File: config.mk
export PLATFORM = sky130hd
export DESIGN_NAME = vga_reg_bank_writer_flat
export DESIGN_NICKNAME = d
export VERILOG_FILES = /design/src/rtl/vga_bank_pkg.sv /design/src/rtl/vga_reg_bank_writer_if.sv /design/src/rtl/bcd2bin.sv /design/src/rtl/vga_reg_bank_writer.sv /design/src/flat_wrapper.sv
export SDC_FILE = /design/constraint.sdc
export NUM_CORES = 1
export LEC_CHECK = 0
export BUFFER_PORTS_ARGS = -buffer_cell sky130_fd_sc_hd__buf_2
export CORE_MARGIN = 2
export CORE_UTILIZATION = 57
export CTS_CLUSTER_DIAMETER = 150
export DETAILED_ROUTE_END_ITERATION = 8
export PLACE_DENSITY = 0.84
export SYNTH_ARGS = -nofsm -noshare
export SYNTH_HDL_FRONTEND = slang
export SYNTH_SLANG_ARGS = --single-unit
File: constraint.sdc
create_clock -name CLK -period 2.2 [get_ports CLK]
set_input_delay 0.11 -clock CLK [delete_from_list [all_inputs] [get_ports CLK]]
set_output_delay 0.11 -clock CLK [all_outputs]
set_load 0.005 [all_outputs]
File: src/rtl/vga_bank_pkg.sv
// Shared constants for the VGA display register bank.
// Used by both the bank writer and the pointer-stage reader.
package vga_bank_pkg;

  localparam int NUM_REGS = 13;
  localparam int DATA_W   = 8;

  localparam logic [3:0] ADDR_SEG_RELOJ  = 4'd1;
  localparam logic [3:0] ADDR_MIN_RELOJ  = 4'd2;
  localparam logic [3:0] ADDR_HOR_RELOJ  = 4'd3;
  localparam logic [3:0] ADDR_DAY        = 4'd4;
  localparam logic [3:0] ADDR_MONTH      = 4'd5;
  localparam logic [3:0] ADDR_YEAR       = 4'd6;
  localparam logic [3:0] ADDR_SEG_CRONO  = 4'd7;
  localparam logic [3:0] ADDR_MIN_CRONO  = 4'd8;
  localparam logic [3:0] ADDR_HOR_CRONO  = 4'd9;
  localparam logic [3:0] ADDR_RING_CRONO = 4'd10;
  localparam logic [3:0] ADDR_ACT_CRONO  = 4'd11;
  localparam logic [3:0] ADDR_CURSOR     = 4'd12;

  typedef enum logic [1:0] {
    ST_IDLE   = 2'd0,
    ST_COMMIT = 2'd1,
    ST_DONE   = 2'd2
  } state_t;

  function automatic logic is_time_addr(
    input logic [3:0] a
  );
    return (a >= ADDR_SEG_RELOJ) &&
           (a <= ADDR_HOR_CRONO);
  endfunction

  function automatic logic is_flag_addr(
    input logic [3:0] a
  );
    return (a == ADDR_RING_CRONO) ||
           (a == ADDR_ACT_CRONO);
  endfunction

endpackage

File: src/rtl/vga_reg_bank_writer_if.sv
// Write port of the display register bank.
// Valid/ready handshake from the RTC/chrono control logic.
interface vga_reg_bank_writer_if;
  import vga_bank_pkg::*;

  logic              WrValid;
  logic              WrReady;
  logic [3:0]        WrAddr;
  logic [DATA_W-1:0] WrData;
  logic              WrIsBCD;

  modport master (
    output WrValid,
    output WrAddr,
    output WrData,
    output WrIsBCD,
    input  WrReady
  );

  modport slave (
    input  WrValid,
    input  WrAddr,
    input  WrData,
    input  WrIsBCD,
    output WrReady
  );

endinterface

File: src/rtl/bcd2bin.sv
// Packed two-digit BCD to 7-bit binary.
// Flags any nibble above 9 as invalid.
module bcd2bin (
  input  logic [7:0] i_bcd,
  output logic [6:0] o_bin,
  output logic       o_invalid
);

  logic [6:0] w_tens;
  logic [6:0] w_units;

  assign w_tens  = {3'b000, i_bcd[7:4]};
  assign w_units = {3'b000, i_bcd[3:0]};

  // tens*10 as tens*8 + tens*2
  assign o_bin = (w_tens << 3) +
                 (w_tens << 1) +
                 w_units;

  assign o_invalid = (i_bcd[7:4] > 4'd9) ||
                     (i_bcd[3:0] > 4'd9);

endmodule

File: src/rtl/vga_reg_bank_writer.sv
// Shadow/display register bank for the VGA time overlay.
// Writes land in shadow; FrameSync copies them to display.
module vga_reg_bank_writer
  import vga_bank_pkg::*;
(
  input  logic              CLK,
  input  logic              RESET,
  vga_reg_bank_writer_if.slave wr,
  input  logic              FrameSync,
  input  logic [3:0]        MemAddrIN,
  output logic [DATA_W-1:0] MemDataOUT,
  output logic              CommitDone,
  output logic              BcdError,
  output logic              AddrError
);

  state_t r_state;
  state_t w_next_state;

  logic [DATA_W-1:0] r_shadow  [NUM_REGS];
  logic [DATA_W-1:0] r_display [NUM_REGS];

  logic [3:0] r_idx;
  logic       r_dirty;
  logic       r_commit_done;
  logic       r_bcd_err;
  logic       r_addr_err;

  logic              w_idle;
  logic              w_ready;
  logic              w_accept;
  logic              w_is_time;
  logic              w_is_flag;
  logic              w_is_cursor;
  logic [6:0]        w_bin;
  logic              w_bcd_inv;
  logic              w_store;
  logic [DATA_W-1:0] w_store_data;
  logic              w_bcd_bad;
  logic              w_addr_bad;
  logic              w_commit_go;

  bcd2bin u_bcd2bin (
    .i_bcd     (wr.WrData),
    .o_bin     (w_bin),
    .o_invalid (w_bcd_inv)
  );

  assign w_idle     = (r_state == ST_IDLE);
  assign w_ready    = w_idle & RESET;
  assign wr.WrReady = w_ready;
  assign w_accept   = wr.WrValid & w_ready;

  assign w_is_time   = is_time_addr(wr.WrAddr);
  assign w_is_flag   = is_flag_addr(wr.WrAddr);
  assign w_is_cursor = (wr.WrAddr == ADDR_CURSOR);

  // A write in the FrameSync cycle also counts as pending
  assign w_commit_go = w_idle & FrameSync &
                       (r_dirty | w_store);

  // Decode an accepted write into store data or an error
  always_comb begin
    w_store      = 1'b0;
    w_store_data = '0;
    w_bcd_bad    = 1'b0;
    w_addr_bad   = 1'b0;
    if (w_accept) begin
      unique case (1'b1)
        w_is_time: begin
          if (wr.WrIsBCD && w_bcd_inv) begin
            w_bcd_bad = 1'b1;
          end else begin
            w_store      = 1'b1;
            w_store_data = wr.WrIsBCD ?
              {1'b0, w_bin} :
              {1'b0, wr.WrData[6:0]};
          end
        end
        w_is_flag: begin
          w_store      = 1'b1;
          w_store_data = {7'b0, wr.WrData[0]};
        end
        w_is_cursor: begin
          w_store      = 1'b1;
          w_store_data = wr.WrData;
        end
        default: w_addr_bad = 1'b1;
      endcase
    end
  end

  // FSM state register
  always_ff @(posedge CLK) begin
    if (!RESET) r_state <= ST_IDLE;
    else        r_state <= w_next_state;
  end

  // FSM next-state logic
  always_comb begin
    w_next_state = r_state;
    unique case (r_state)
      ST_IDLE: begin
        if (w_commit_go) w_next_state = ST_COMMIT;
      end
      ST_COMMIT: begin
        if (r_idx == ADDR_CURSOR) w_next_state = ST_DONE;
      end
      ST_DONE: w_next_state = ST_IDLE;
      default: w_next_state = ST_IDLE;
    endcase
  end

  // Banks, copy index, dirty and sticky flags
  always_ff @(posedge CLK) begin
    if (!RESET) begin
      for (int i = 0; i < NUM_REGS; i++) begin
        r_shadow[i]  <= '0;
        r_display[i] <= '0;
      end
      r_idx         <= '0;
      r_dirty       <= 1'b0;
      r_commit_done <= 1'b0;
      r_bcd_err     <= 1'b0;
      r_addr_err    <= 1'b0;
    end else begin
      if (w_store) r_shadow[wr.WrAddr] <= w_store_data;
      if (w_bcd_bad)  r_bcd_err  <= 1'b1;
      if (w_addr_bad) r_addr_err <= 1'b1;
      if (w_commit_go) begin
        r_dirty <= 1'b0;
        r_idx   <= ADDR_SEG_RELOJ;
      end else if (w_store) begin
        r_dirty <= 1'b1;
      end
      if (r_state == ST_COMMIT) begin
        r_display[r_idx] <= r_shadow[r_idx];
        r_idx            <= r_idx + 4'd1;
      end
      r_commit_done <= (r_state == ST_DONE);
    end
  end

  assign MemDataOUT =
    ((MemAddrIN != 4'd0) && (MemAddrIN <= ADDR_CURSOR)) ?
    r_display[MemAddrIN] : '0;

  assign CommitDone = r_commit_done;
  assign BcdError   = r_bcd_err;
  assign AddrError  = r_addr_err;

endmodule

File: src/flat_wrapper.sv
// flat-port wrapper written by rule: the top's interface ports become plain ports
module vga_reg_bank_writer_flat import vga_bank_pkg::*;
  (CLK, RESET, FrameSync, MemAddrIN, MemDataOUT, CommitDone, BcdError, AddrError, wr_WrValid, wr_WrAddr, wr_WrData, wr_WrIsBCD, wr_WrReady);
  vga_reg_bank_writer_if wr_i ();
  input  logic CLK;
  input  logic RESET;
  input  logic FrameSync;
  input  logic [3:0] MemAddrIN;
  output logic [DATA_W-1:0] MemDataOUT;
  output logic CommitDone;
  output logic BcdError;
  output logic AddrError;
  input wire logic [$bits(wr_i.WrValid)-1:0] wr_WrValid;
  input wire logic [$bits(wr_i.WrAddr)-1:0] wr_WrAddr;
  input wire logic [$bits(wr_i.WrData)-1:0] wr_WrData;
  input wire logic [$bits(wr_i.WrIsBCD)-1:0] wr_WrIsBCD;
  output wire logic [$bits(wr_i.WrReady)-1:0] wr_WrReady;
  assign wr_i.WrValid = wr_WrValid;
  assign wr_i.WrAddr = wr_WrAddr;
  assign wr_i.WrData = wr_WrData;
  assign wr_i.WrIsBCD = wr_WrIsBCD;
  assign wr_WrReady = wr_i.WrReady;
  vga_reg_bank_writer u_core (.CLK(CLK), .RESET(RESET), .wr(wr_i), .FrameSync(FrameSync), .MemAddrIN(MemAddrIN), .MemDataOUT(MemDataOUT), .CommitDone(CommitDone), .BcdError(BcdError), .AddrError(AddrError));
endmodule
==> metrics.md, run 1 <==
| Metric | Value |
|---|---|
| H-Tree Level Count | 1 |
| Nets | 992 |
| Worst hold path startpoint | wr_WrIsBCD |
| Kind of critical path | flop to flop |
| Async SR Flop Fraction | 0% |
| First-pass iteration count of the detailed router | 6 |
| Starting Density | 58.1% |
| Layout cell share with drive strength beyond 1 | 23.3% |
| Worst EP required | 2.39 ns |
| Initial DRC count | 1120 |
| CTS Buf Count | 28 |
| Clock period minus worst slack | 2.07 ns |
| MaxCap Viol Count | 0 |
| Post-synthesis compound-gate area fraction | 8.01% |
| Area Overhead vs Synth | 14.0% |
| Mapped Area | 0.0127 sq mm |
| Largest net degree at the start of global routing | 43 |
| Worst rel slew slack | 52.5% |
| Crit path cell chain | nor2_1 -> and3_2 -> nand4_1 -> nand2_1 |
| Ys flop type | edfxtp_1 |
| Drt drc | 0 |
| GPL Wtd Cong | 0.897 |
| CTS tree | yes |
| Largest family of logic cells by synthesized area | multiplexers |
| Max frequency | 483 MHz |
| Design area | 0.0145 sq mm |
| Die height | 153 um |
| Hold path endpoint | u_core.BcdError$_SDFFE_PN0P_ |
| Total congestion overflow | 0 |
| CTS clk-pin slew, worst paths | 0.06 ns |
| Initial antenna violation count | 0 |
| Final Skew | 0.0110 ns |
| Clk_lat worst skew | 0.54 ns |
| Crit path buffers/inverters | 0 |
| Max-slew violations | 0 |
| Pin slew with the least headroom to its limit | 0.705 ns |
| Post-synthesis register bit count | 270 |
| Hold depth | 5 |
| Reg2Reg Depth | 4 |
| Cells after Synth | 841 |
| Synthesized-area fraction occupied by xor and xnor cells | 0.275% |
| Vias per cell | 6.43 |
| Placed cell area | 0.0136 sq mm |
| Adder-Cell Fraction of Synth Area | 1.40% |
| R2r endpoint | u_core.r_shadow[2][0]$_SDFFCE_PN0P_ |
| Site Rows | 54 |
| Sink Count | 270 |
| Postcts setup bufs | 0 |
| Status | completed |
| Syn Area/Cell | 15.1 sq um |
| Crit path DAT | 2.26 ns |
| Mux contribution to synthesized area | 16.1% |
| Vias in the first global route | 8077 |
| Largest delay share family, worst path | simple AND/OR/NAND/NOR gates |
| Worst Path Max Fanout | 14 |
| Yosys warns | 0 |
| EDFF count, synth | 256 |
| DRT Wirelength | 28900 um |
| IO Pins | 33 |
| PortBufs | 32 |
| Remaining antenna violation count | 0 |
| Post-synthesis simple-gate area fraction | 7.49% |
| Core area | 0.0219 sq mm |
| Final setup TNS | 0 ns |
| Max incr delay on CP | 0.40 ns |
| Die width | 153 um |
| LEAKAGE | 5.10 nW |
| GR Util All Layers | 24.5% |
| Reg2reg start | u_core.r_state[1]$_SDFFE_PN0P_ |
| RSZ-0062 raised after global routing | no |
| Sequential element share of the synthesized area | 62.7% |
| Die area | 0.0235 sq mm |
| CP Capture Type | flop |
| Most frequent cell after synthesis | edfxtp_1 |
| Synth top area cells | edfxtp_1 60%, mux4_2 11%, o22ai_1 5.5% |
| Setup violators final | 0 |
| ANT cells | 0 |
| R2R Setup Slk | 0.13 ns |
| Worst hold path class | input port to flop |
| Crit path launch | u_core.r_state[1]$_SDFFE_PN0P_ |
| Post-synth top area cell | edfxtp_1 |
| Max VDD drop | 0.593 mV |
| Synth cell types | 50 |
| Post-synth top cells | 256 x edfxtp_1, 112 x o22ai_1, 97 x nor2_1, 71 x nand2_1, 64 x mux4_2 |
| Dpl hpwl | 19500 um |
| Fin. Hold Viols | 0 |
| Clk buf depth | 3 |
| Synth top area share | 60.4% |
| Per-cell routed wire length | 23.0 um |
| Pwr dens | 802 mW/mm^2 |
| First-pass GRT wire length | 45000 um |
| CTS root buffer | clkbuf_16 |
| Worst setup SP type | flop |
| CP max-delay cell | and3_2 |
| Final period util | 94.1% |
| Via count | 8084 |
==> cells in the final DEF (no fill, tap or decap), types with 5 or more instances in the layout <==
cell       count
o21ai_0        8
a22oi_2        6
dfxtp_1       12
clkinv_1       5
buf_2         32
nor3_1         8
mux2i_1       24
clkbuf_16     29
nand4_1       11
mux4_2        64
o22ai_1      112
nand3_1        6
buf_4         49
buf_12        13
nand2_1       71
clkbuf_1      10
ha_1          11
conb_1        55
a21oi_1        6
inv_1         12
a31oi_1        5
edfxtp_1     256
mux2i_4       16
nor2_1        97
==> layer usage <==
layer / GRT usage [%] / share of wire, %
met1: 32.1 / 36
met2: 42.4 / 51
met3: 3.97 / 9.5
met4: 8.13 / 4.0
met5: 0 / 0
==> final cells by class <==
type,instances,area (sq um)
Inverter,13,48.8
Tap cell,280,350
Multi-Input combinational cell,547,4440
Sequential cell,270,7970
Fill cell,1500,7390
Clock buffer,39,763
Clock inverter,10,98.8
Timing Repair Buffer,98,828
==> per-stage QoR <==
| step | utilization, % | hold slack, ns | cells | total power (W) | setup WS (ns) |
|---|---|---|---|---|---|
| CTS | 66.2 | 0.0486 | 1257 | 0.0116 | 0.0495 |
| global placement | 62.1 | 0.391 | 1204 | 0.00718 | -0.119 |
| floorplan | - | 0.280 | 895 | 0.00684 | 0.0512 |
| global route | 66.2 | 0.0833 | 1257 | 0.0119 | 0.0433 |
| detailed placement | 62.1 | 0.387 | 1204 | 0.00723 | -0.155 |
| finish | 66.2 | 0.0602 | 1257 | 0.0116 | 0.130 |
==> worst max-delay path by stage <==
stage | end | slack (ns) | depth (start not counted)
6_report | u_core.r_shadow[2][0]$_SDFFCE_PN0P_ | 0.13 | 4
5_1_grt | flop | 0.04 | 8
3_3_place_gp | u_core.r_shadow[15][6]$_DFFE_PP_ | -0.12 | 11
3_5_place_dp | u_core.r_shadow[13][6]$_DFFE_PP_ | -0.16 | 11
4_1_cts | u_core.r_shadow[2][7]$_SDFFCE_PN0P_ | 0.05 | 4
2_1_floorplan | u_core.r_shadow[13][6]$_DFFE_PP_ | 0.05 | 10
==> sequential cells by signal (all words and copies together) (netlist names), named ones only <==
register / count
u_core.r_display: 128
u_core.r_shadow: 128
u_core.r_idx: 4
u_core.r_state: 2
u_core.AddrError: 1
u_core.BcdError: 1
u_core.CommitDone: 1
u_core.r_dirty: 1
==> cells by family after synthesis <==
family / after synthesis
compound gates: 152
xor+xnor: 4
flops: 270
simple gates: 219
fa+ha+maj: 13
other cells: 1
buf+inv: 78
mux: 104
==> power by group <==
part | switching, W | internal, W
Sequential | 0.0000610 | 0.00582
Combinational | 0.000758 | 0.000515
Clock | 0.00184 | 0.00264
==> repair_timing <==
action,in CTS,in global routing
gates resized for setup,0,2
hold endpoints to repair,3,0
setup endpoints to repair,0,55
hold buffers,4,0
==> worst min-delay path: stages <==
cell and delay [ns]:
buf_2 0.12, o211ai_1 0.13, nor3b_1 0.07, nor2_1 0.08, nor2_1 0.04
No activity file was read; power rests on OpenSTA's default activity.
==> run 2, diff against run 1 <==
- ABC_AREA: unset -> 1
- CORE_UTILIZATION: 57 -> 56
- PLACE_DENSITY: 0.84 -> 0.83
- TNS_END_PERCENT: unset -> 30
==> metrics.md, run 2 <==
| Metric | Value |
|---|---|
| CP Capture Type | flop |
| CTS Buf Count | 28 (unchanged) |
| ANT cells | 0 (unchanged) |
| GPL Wtd Cong | 0.936 (+4.4%) |
| Mapped Area | 0.0122 sq mm (-4.2%) |
| Synth cell types | 32 (-36%) |
| Clk buf depth | 3 (unchanged) |
| Placed cell area | 0.0132 sq mm (-3.2%) |
| Post-synthesis register bit count | 270 (unchanged) |
| Worst setup SP type | flop |
| Synth top area share | 63.1% (+2.7 points) |
| Yosys warns | 0 (unchanged) |
| Die width | 151 um (-1.2%) |
| CTS tree | yes |
| Sink Count | 270 (unchanged) |
| RSZ-0062 raised after global routing | no |
| Initial DRC count | 884 (-21%) |
| Max VDD drop | 0.700 mV (+18%) |
| Largest net degree at the start of global routing | 66 (+53%) |
| Synth top area cells | edfxtp_1 63%, nor2_1 12%, o21ai_0 6.1% |
| Design area | 0.0141 sq mm (-2.6%) |
| Vias per cell | 5.70 (-11%) |
| Kind of critical path | flop to flop |
| Layout cell share with drive strength beyond 1 | 11.5% (-12 points) |
| Syn Area/Cell | 10.2 sq um (-33%) |
| Async SR Flop Fraction | 0% (unchanged) |
| Worst hold path class | input port to flop |
| Finished Layout Cells | 1602 (+27%) |
| Drt drc | 0 (unchanged) |
| Site Rows | 53 (-1.9%) |
| Pwr dens | 833 mW/mm^2 (+3.8%) |
| Commonest non-fill, non-tap cell in the layout | nor2_1 |
| Per-cell routed wire length | 18.0 um (-21%) |
| Initial antenna violation count | 0 (unchanged) |
| EDFF count, synth | 256 (unchanged) |
| DRT Wirelength | 28900 um (+0.12%) |
| Via count | 9139 (+13%) |
| Nets | 1339 (+35%) |
| MaxCap Viol Count | 0 (unchanged) |
| Ys flop type | edfxtp_1 |
| Hold path endpoint | u_core.r_shadow[4][0]$_SDFFCE_PN0P_ |
| R2r endpoint | u_core.r_display[3][7]$_SDFFCE_PN0P_ |
| Worst EP required | 2.48 ns (+0.09 ns) |
| IO Pins | 33 (unchanged) |
| Max frequency | 484 MHz (+0.28%) |
| Final Skew | 0.0200 ns (+0.00897 ns) |
| Fin. Hold Viols | 0 (unchanged) |
| Most frequent cell after synthesis | nor2_1 |
| Worst Path Max Fanout | 18 (+4) |
| R2R Setup Slk | 0.14 ns (about the same) |
| Inst Count DP | 1548 (+29%) |
| Starting Density | 57.6% (-0.50 points) |
| CTS root buffer | clkbuf_16 |
| Status | completed |
| Die height | 151 um (-1.2%) |
| Sequential element share of the synthesized area | 65.4% (+2.7 points) |
| Core area | 0.0212 sq mm (-3.4%) |
| Setup violators final | 0 (unchanged) |
| GR Util All Layers | 25.6% (+1.1 points) |
| Worst hold path startpoint | wr_WrAddr[0] |
| Regs by FF count | u_core.r_display (128), u_core.r_shadow (128), u_core.r_idx (4) |
| Dpl hpwl | 18400 um (-5.8%) |
| Worst rel slew slack | 60.1% (+7.6 points) |
| Final setup TNS | 0 ns (unchanged) |
| LEAKAGE | 5.49 nW (+7.5%) |
| Remaining antenna violation count | 0 (unchanged) |
| Clk_lat worst skew | 0.54 ns (about the same) |
| Post-synth top cells | 376 x nor2_1, 256 x edfxtp_1, 149 x o21ai_0, 130 x nand2_1, 62 x inv_1 |
| Final period util | 93.8% (-0.26 points) |
| Area Overhead vs Synth | 15.9% |
| Tot Pwr | 0.0118 W (+1.1%) |
| Pin slew with the least headroom to its limit | 0.597 ns (-0.108 ns) |
| Crit path DAT | 2.34 ns (+0.08 ns) |
| First-pass GRT wire length | 45000 um (about the same) |
| Hold depth | 4 (-1) |
| Reg2Reg Depth | 7 (+3) |
| PortBufs | 32 (unchanged) |
| Cells after Synth | 1195 (+42%) |
| H-Tree Level Count | 1 (unchanged) |
| Clock period minus worst slack | 2.06 ns (-0.00577 ns) |
| Total congestion overflow | 0 (unchanged) |
| Vias in the first global route | 9040 (+12%) |
| Most frequent cells in the layout | 376 x nor2_1, 256 x edfxtp_1, 149 x o21ai_0, 129 x nand2_1, 62 x inv_1 |
| CTS clk-pin slew, worst paths | 0.06 ns (about the same) |
| Die area | 0.0230 sq mm (-2.4%) |
| Max-slew violations | 0 (unchanged) |
| Post-synth top area cell | edfxtp_1 |
| First-pass iteration count of the detailed router | 5 (-1) |
[run 2: cell types whose count changed in the layout (fill, tap and decap cells not counted), moves of 9 or more]
cell,before,now
nor2_1,97,376
o21ai_0,8,149
o22ai_1,112,8
mux4_2,64,0
nand2_1,71,129
inv_1,12,62
o211ai_1,1,34
mux2i_1,24,8
mux2i_4,16,0
nand3_1,6,17
nand2_2,0,9
nand4_1,11,2
[run 2: metrics by stage]
step	utilization [%]	hold WS, ns	setup slack [ns]
floorplan	-	0.338	0.0280
global placement	62.2	0.435	-0.143
detailed placement	62.2	0.437	-0.159
CTS	66.7	0.0177	0.0734
global route	66.8	0.0621	0.0164
finish	66.8	0.0347	0.136
[run 2: critical path, cell delays in order (launching register included)]
cell	delay, ns
dfxtp_2	0.34
buf_4	0.19
o21ai_0	0.45
o211ai_1	0.16
o211ai_1	0.16
nand2_1	0.19
inv_4	0.22
nor2_1	0.08
[run 2: cells by family after synthesis]
group | Yosys count | share of synthesized area, %
mux | 8 | 0.657
buf+inv | 138 | 4.64
simple gates | 545 | 17.6
compound gates | 220 | 10.2
flops | 270 | 65.4
other cells | 1 | 0.0308
fa+ha+maj | 13 | 1.46
[run 2: layout make-up]
cell class	count	area [sq um]
clock buffers	35	748
clock inverters	17	178
fillers	1493	7030
inverters	75	288
multi-input cells	841	3850
flip-flops and latches	270	7970
well taps	275	344
repair buffers	89	738
[run 2: report_power, final]
part	leakage [nW]	switching, W	internal, W	total (W)
Sequential	2.71	0.0000558	0.00582	0.00588
Combinational	2.33	0.000780	0.000329	0.00111
Clock	0.449	0.00191	0.00286	0.00477
[run 2: routing by layer]
metal,vias up,global-route usage [%],wire [um]
met5,-,0,0
met4,0,12.6,1380
met3,108,3.56,2490
met2,513,46.0,14800
met1,4277,30.4,10200
li1,4241,-,-
[run 2: how the worst max path moves through the flow]
stage,end,slack (ns),cells after the start
floorplan,u_core.r_shadow[13][6]$_DFFE_PP_,0.03,13
global placement,u_core.r_shadow[14][6]$_DFFE_PP_,-0.14,14
detailed placement,u_core.r_shadow[14][6]$_DFFE_PP_,-0.16,14
CTS,u_core.r_display[12][2]$_SDFFCE_PN0P_,0.07,12
global route,u_core.r_display[2][1]$_SDFFCE_PN0P_,0.02,10
finish,u_core.r_display[3][7]$_SDFFCE_PN0P_,0.14,7
[run 2: repair_timing]
action / 4_1_cts / 5_1_grt
endpoints found under the hold margin: 3 / 0
hold buffers: 2 / 0
buffers inserted: 0 / 0
setup endpoints to repair: 0 / 33
gates resized for setup: 0 / 7
==> run 3, diff against run 2 <==
- RECOVER_POWER: unset -> 100
==> metrics.md, run 3 (same netlist as run 2, synthesis figures left out) <==
| Metric | Value |
|---|---|
| Status | completed |
| CTS root buffer | clkbuf_16 |
| Finished Layout Cells | 1602 (unchanged) |
| Final period util | 94.1% (+0.28 points) |
| H-Tree Level Count | 1 (unchanged) |
| Max incr delay on CP | 0.37 ns (-0.08 ns) |
| CTS Buf Count | 28 (unchanged) |
| Worst hold path startpoint | wr_WrAddr[0] |
| Final Skew | 0.0263 ns (+0.00631 ns) |
| Area Overhead vs Synth | 14.9% |
| Vias in the first global route | 9040 (unchanged) |
| Cell mode on critical path | nor2_1 |
| Register area | 0.00797 sq mm (unchanged) |
| Sink Count | 270 (unchanged) |
| Pre-CTS WS | -0.159 ns (unchanged) |
| Crit path DAT | 2.35 ns (about the same) |
| CTS clk-pin slew, worst paths | 0.06 ns (about the same) |
| Die area | 0.0230 sq mm (unchanged) |
| Remaining antenna violation count | 0 (unchanged) |
| Nets | 1339 (unchanged) |
| Worst Path Max Fanout | 51 (+33) |
| Worst rel slew slack | 37.9% (-22 points) |
| Site Rows | 53 (unchanged) |
| CP max-delay cell | dfxtp_2 |
| Dpl hpwl | 18400 um (unchanged) |
| Pin slew with the least headroom to its limit | 0.931 ns (+0.334 ns) |
| Crit path cell chain | inv_2 -> buf_12 -> nor2_1 -> nor2_1 -> o21ai_0 -> o21ai_0 -> o211ai_1 -> nand2_1 -> inv_2 -> nor2_1 |
| MaxCap Viol Count | 0 (unchanged) |
| Layout cell share with drive strength beyond 1 | 8.97% (-2.6 points) |
| Pwr dens | 839 mW/mm^2 (+0.69%) |
| Max-slew violations | 0 (unchanged) |
| Worst hold path class | input port to flop |
| DRT Wirelength | 29000 um (+0.35%) |
| Starting Density | 57.6% (unchanged) |
| Clk_lat worst skew | 0.55 ns (about the same) |
| Initial antenna violation count | 0 (unchanged) |
| Setup violators final | 0 (unchanged) |
| Initial DRC count | 969 (+9.6%) |
| Clock period minus worst slack | 2.07 ns (+0.00622 ns) |
| Most frequent cells in the layout | 377 x nor2_1, 256 x edfxtp_1, 150 x o21ai_0, 135 x nand2_1, 63 x inv_1 |
| IO Pins | 33 (unchanged) |
| Via count | 9128 (-0.12%) |
| Fin. Hold Viols | 0 (unchanged) |
| Core area | 0.0212 sq mm (unchanged) |
| ANT cells | 0 (unchanged) |
| Hold path endpoint | u_core.r_shadow[4][0]$_SDFFCE_PN0P_ |
| Hold depth | 4 (unchanged) |
| Worst setup SP type | flop |
| LEAKAGE | 5.38 nW (-1.9%) |
| Total congestion overflow | 0 (unchanged) |
| RSZ-0062 raised after global routing | no |
| Reg2Reg Depth | 10 (+3) |
| Worst EP required | 2.48 ns (about the same) |
| Commonest non-fill, non-tap cell in the layout | nor2_1 |
| R2r endpoint | u_core.r_display[7][1]$_SDFFCE_PN0P_ |
| Max VDD drop | 0.697 mV (-0.36%) |
| Per-cell routed wire length | 18.1 um (+0.35%) |
| First-pass GRT wire length | 45000 um (unchanged) |
| Die width | 151 um (unchanged) |
| PortBufs | 32 (unchanged) |
| Multi-input logic area | 0.00384 sq mm (-0.45%) |
| GR Util All Layers | 25.6% (unchanged) |
| First-pass iteration count of the detailed router | 5 (unchanged) |
| Vias per cell | 5.70 (-0.12%) |
| R2R Setup Slk | 0.13 ns (about the same) |
| GPL Wtd Cong | 0.936 (unchanged) |
| Min Hold Slack | 0.0258 ns (-0.00886 ns) |
| Inst Count DP | 1548 (unchanged) |
| CTS tree | yes |
| Die height | 151 um (unchanged) |
| Fillcell total | 1534 (+2.7%) |
| Largest net degree at the start of global routing | 66 (unchanged) |
| Postcts setup bufs | 0 (unchanged) |
| Drt drc | 0 (unchanged) |
| Final worst setup slack | 0.130 ns (-0.00622 ns) |
| Max frequency | 483 MHz (-0.30%) |
| Final setup TNS | 0 ns (unchanged) |
| Clk buf depth | 3 (unchanged) |
| Regs by FF count | u_core.r_display (128), u_core.r_shadow (128), u_core.r_idx (4) |
| CP Capture Type | flop |
| Kind of critical path | flop to flop |
## run 3: how the worst max path moves through the flow
stage	start	endpoint	slack [ns]	depth (start not counted)
CTS	flop	u_core.r_display[12][2]$_SDFFCE_PN0P_	0.07	12
detailed placement	wr_WrData[3]	u_core.r_shadow[14][6]$_DFFE_PP_	-0.16	14
global placement	wr_WrData[3]	u_core.r_shadow[14][6]$_DFFE_PP_	-0.14	14
global route	flop	u_core.r_display[2][1]$_SDFFCE_PN0P_	0.02	10
finish	flop	u_core.r_display[7][1]$_SDFFCE_PN0P_	0.13	10
floorplan	wr_WrData[3]	u_core.r_shadow[13][6]$_DFFE_PP_	0.03	13
## run 3: area by class of cell
class	count	area share (%)
sequential	270	56.9
multi-input combinational	841	27.4
clock buffer	35	5.35
timing repair buffer	89	4.52
tap	275	2.46
inverter	75	2.06
clock inverter	17	1.27
## run 3: critical path, delay by kind of cell (launching register included)
family	cells	cell delay, ns
AOI/OAI and AO/OA	3	0.44
DFF	1	0.37
buffers and inverters	3	0.51
and+or+nand+nor	4	0.43
## run 3: where the power goes
part           internal [W]  switching, W  total (W)
Sequential          0.00582     0.0000560    0.00588
Clock               0.00286       0.00191    0.00477
Combinational      0.000310      0.000780    0.00109
Total               0.00900       0.00274     0.0117
## run 3: per-stage QoR
| step | instance area [sq um] | power, W | util (%) |
|---|---|---|---|
| 3_5_place_dp | 13200 | 0.00705 | 62.2 |
| 2_1_floorplan | 12400 | 0.00664 | - |
| 6_report | 14000 | 0.0117 | 66.2 |
| 4_1_cts | 14100 | 0.0118 | 66.7 |
| 3_3_place_gp | 13200 | 0.00700 | 62.2 |
| 5_1_grt | 14000 | 0.0121 | 66.2 |
## run 3: per-layer routing
layer | GRT usage [%] | part of all wire [%]
met1 | 30.4 | 36
met2 | 46.0 | 52
met3 | 3.56 | 8.5
met4 | 12.6 | 4.2
met5 | 0 | 0
## run 3: timing repair
item	CTS	global route
resized for setup	0	7
endpoints found under the setup margin	0	33
hold buffers	2	0
hold endpoints to repair	3	0
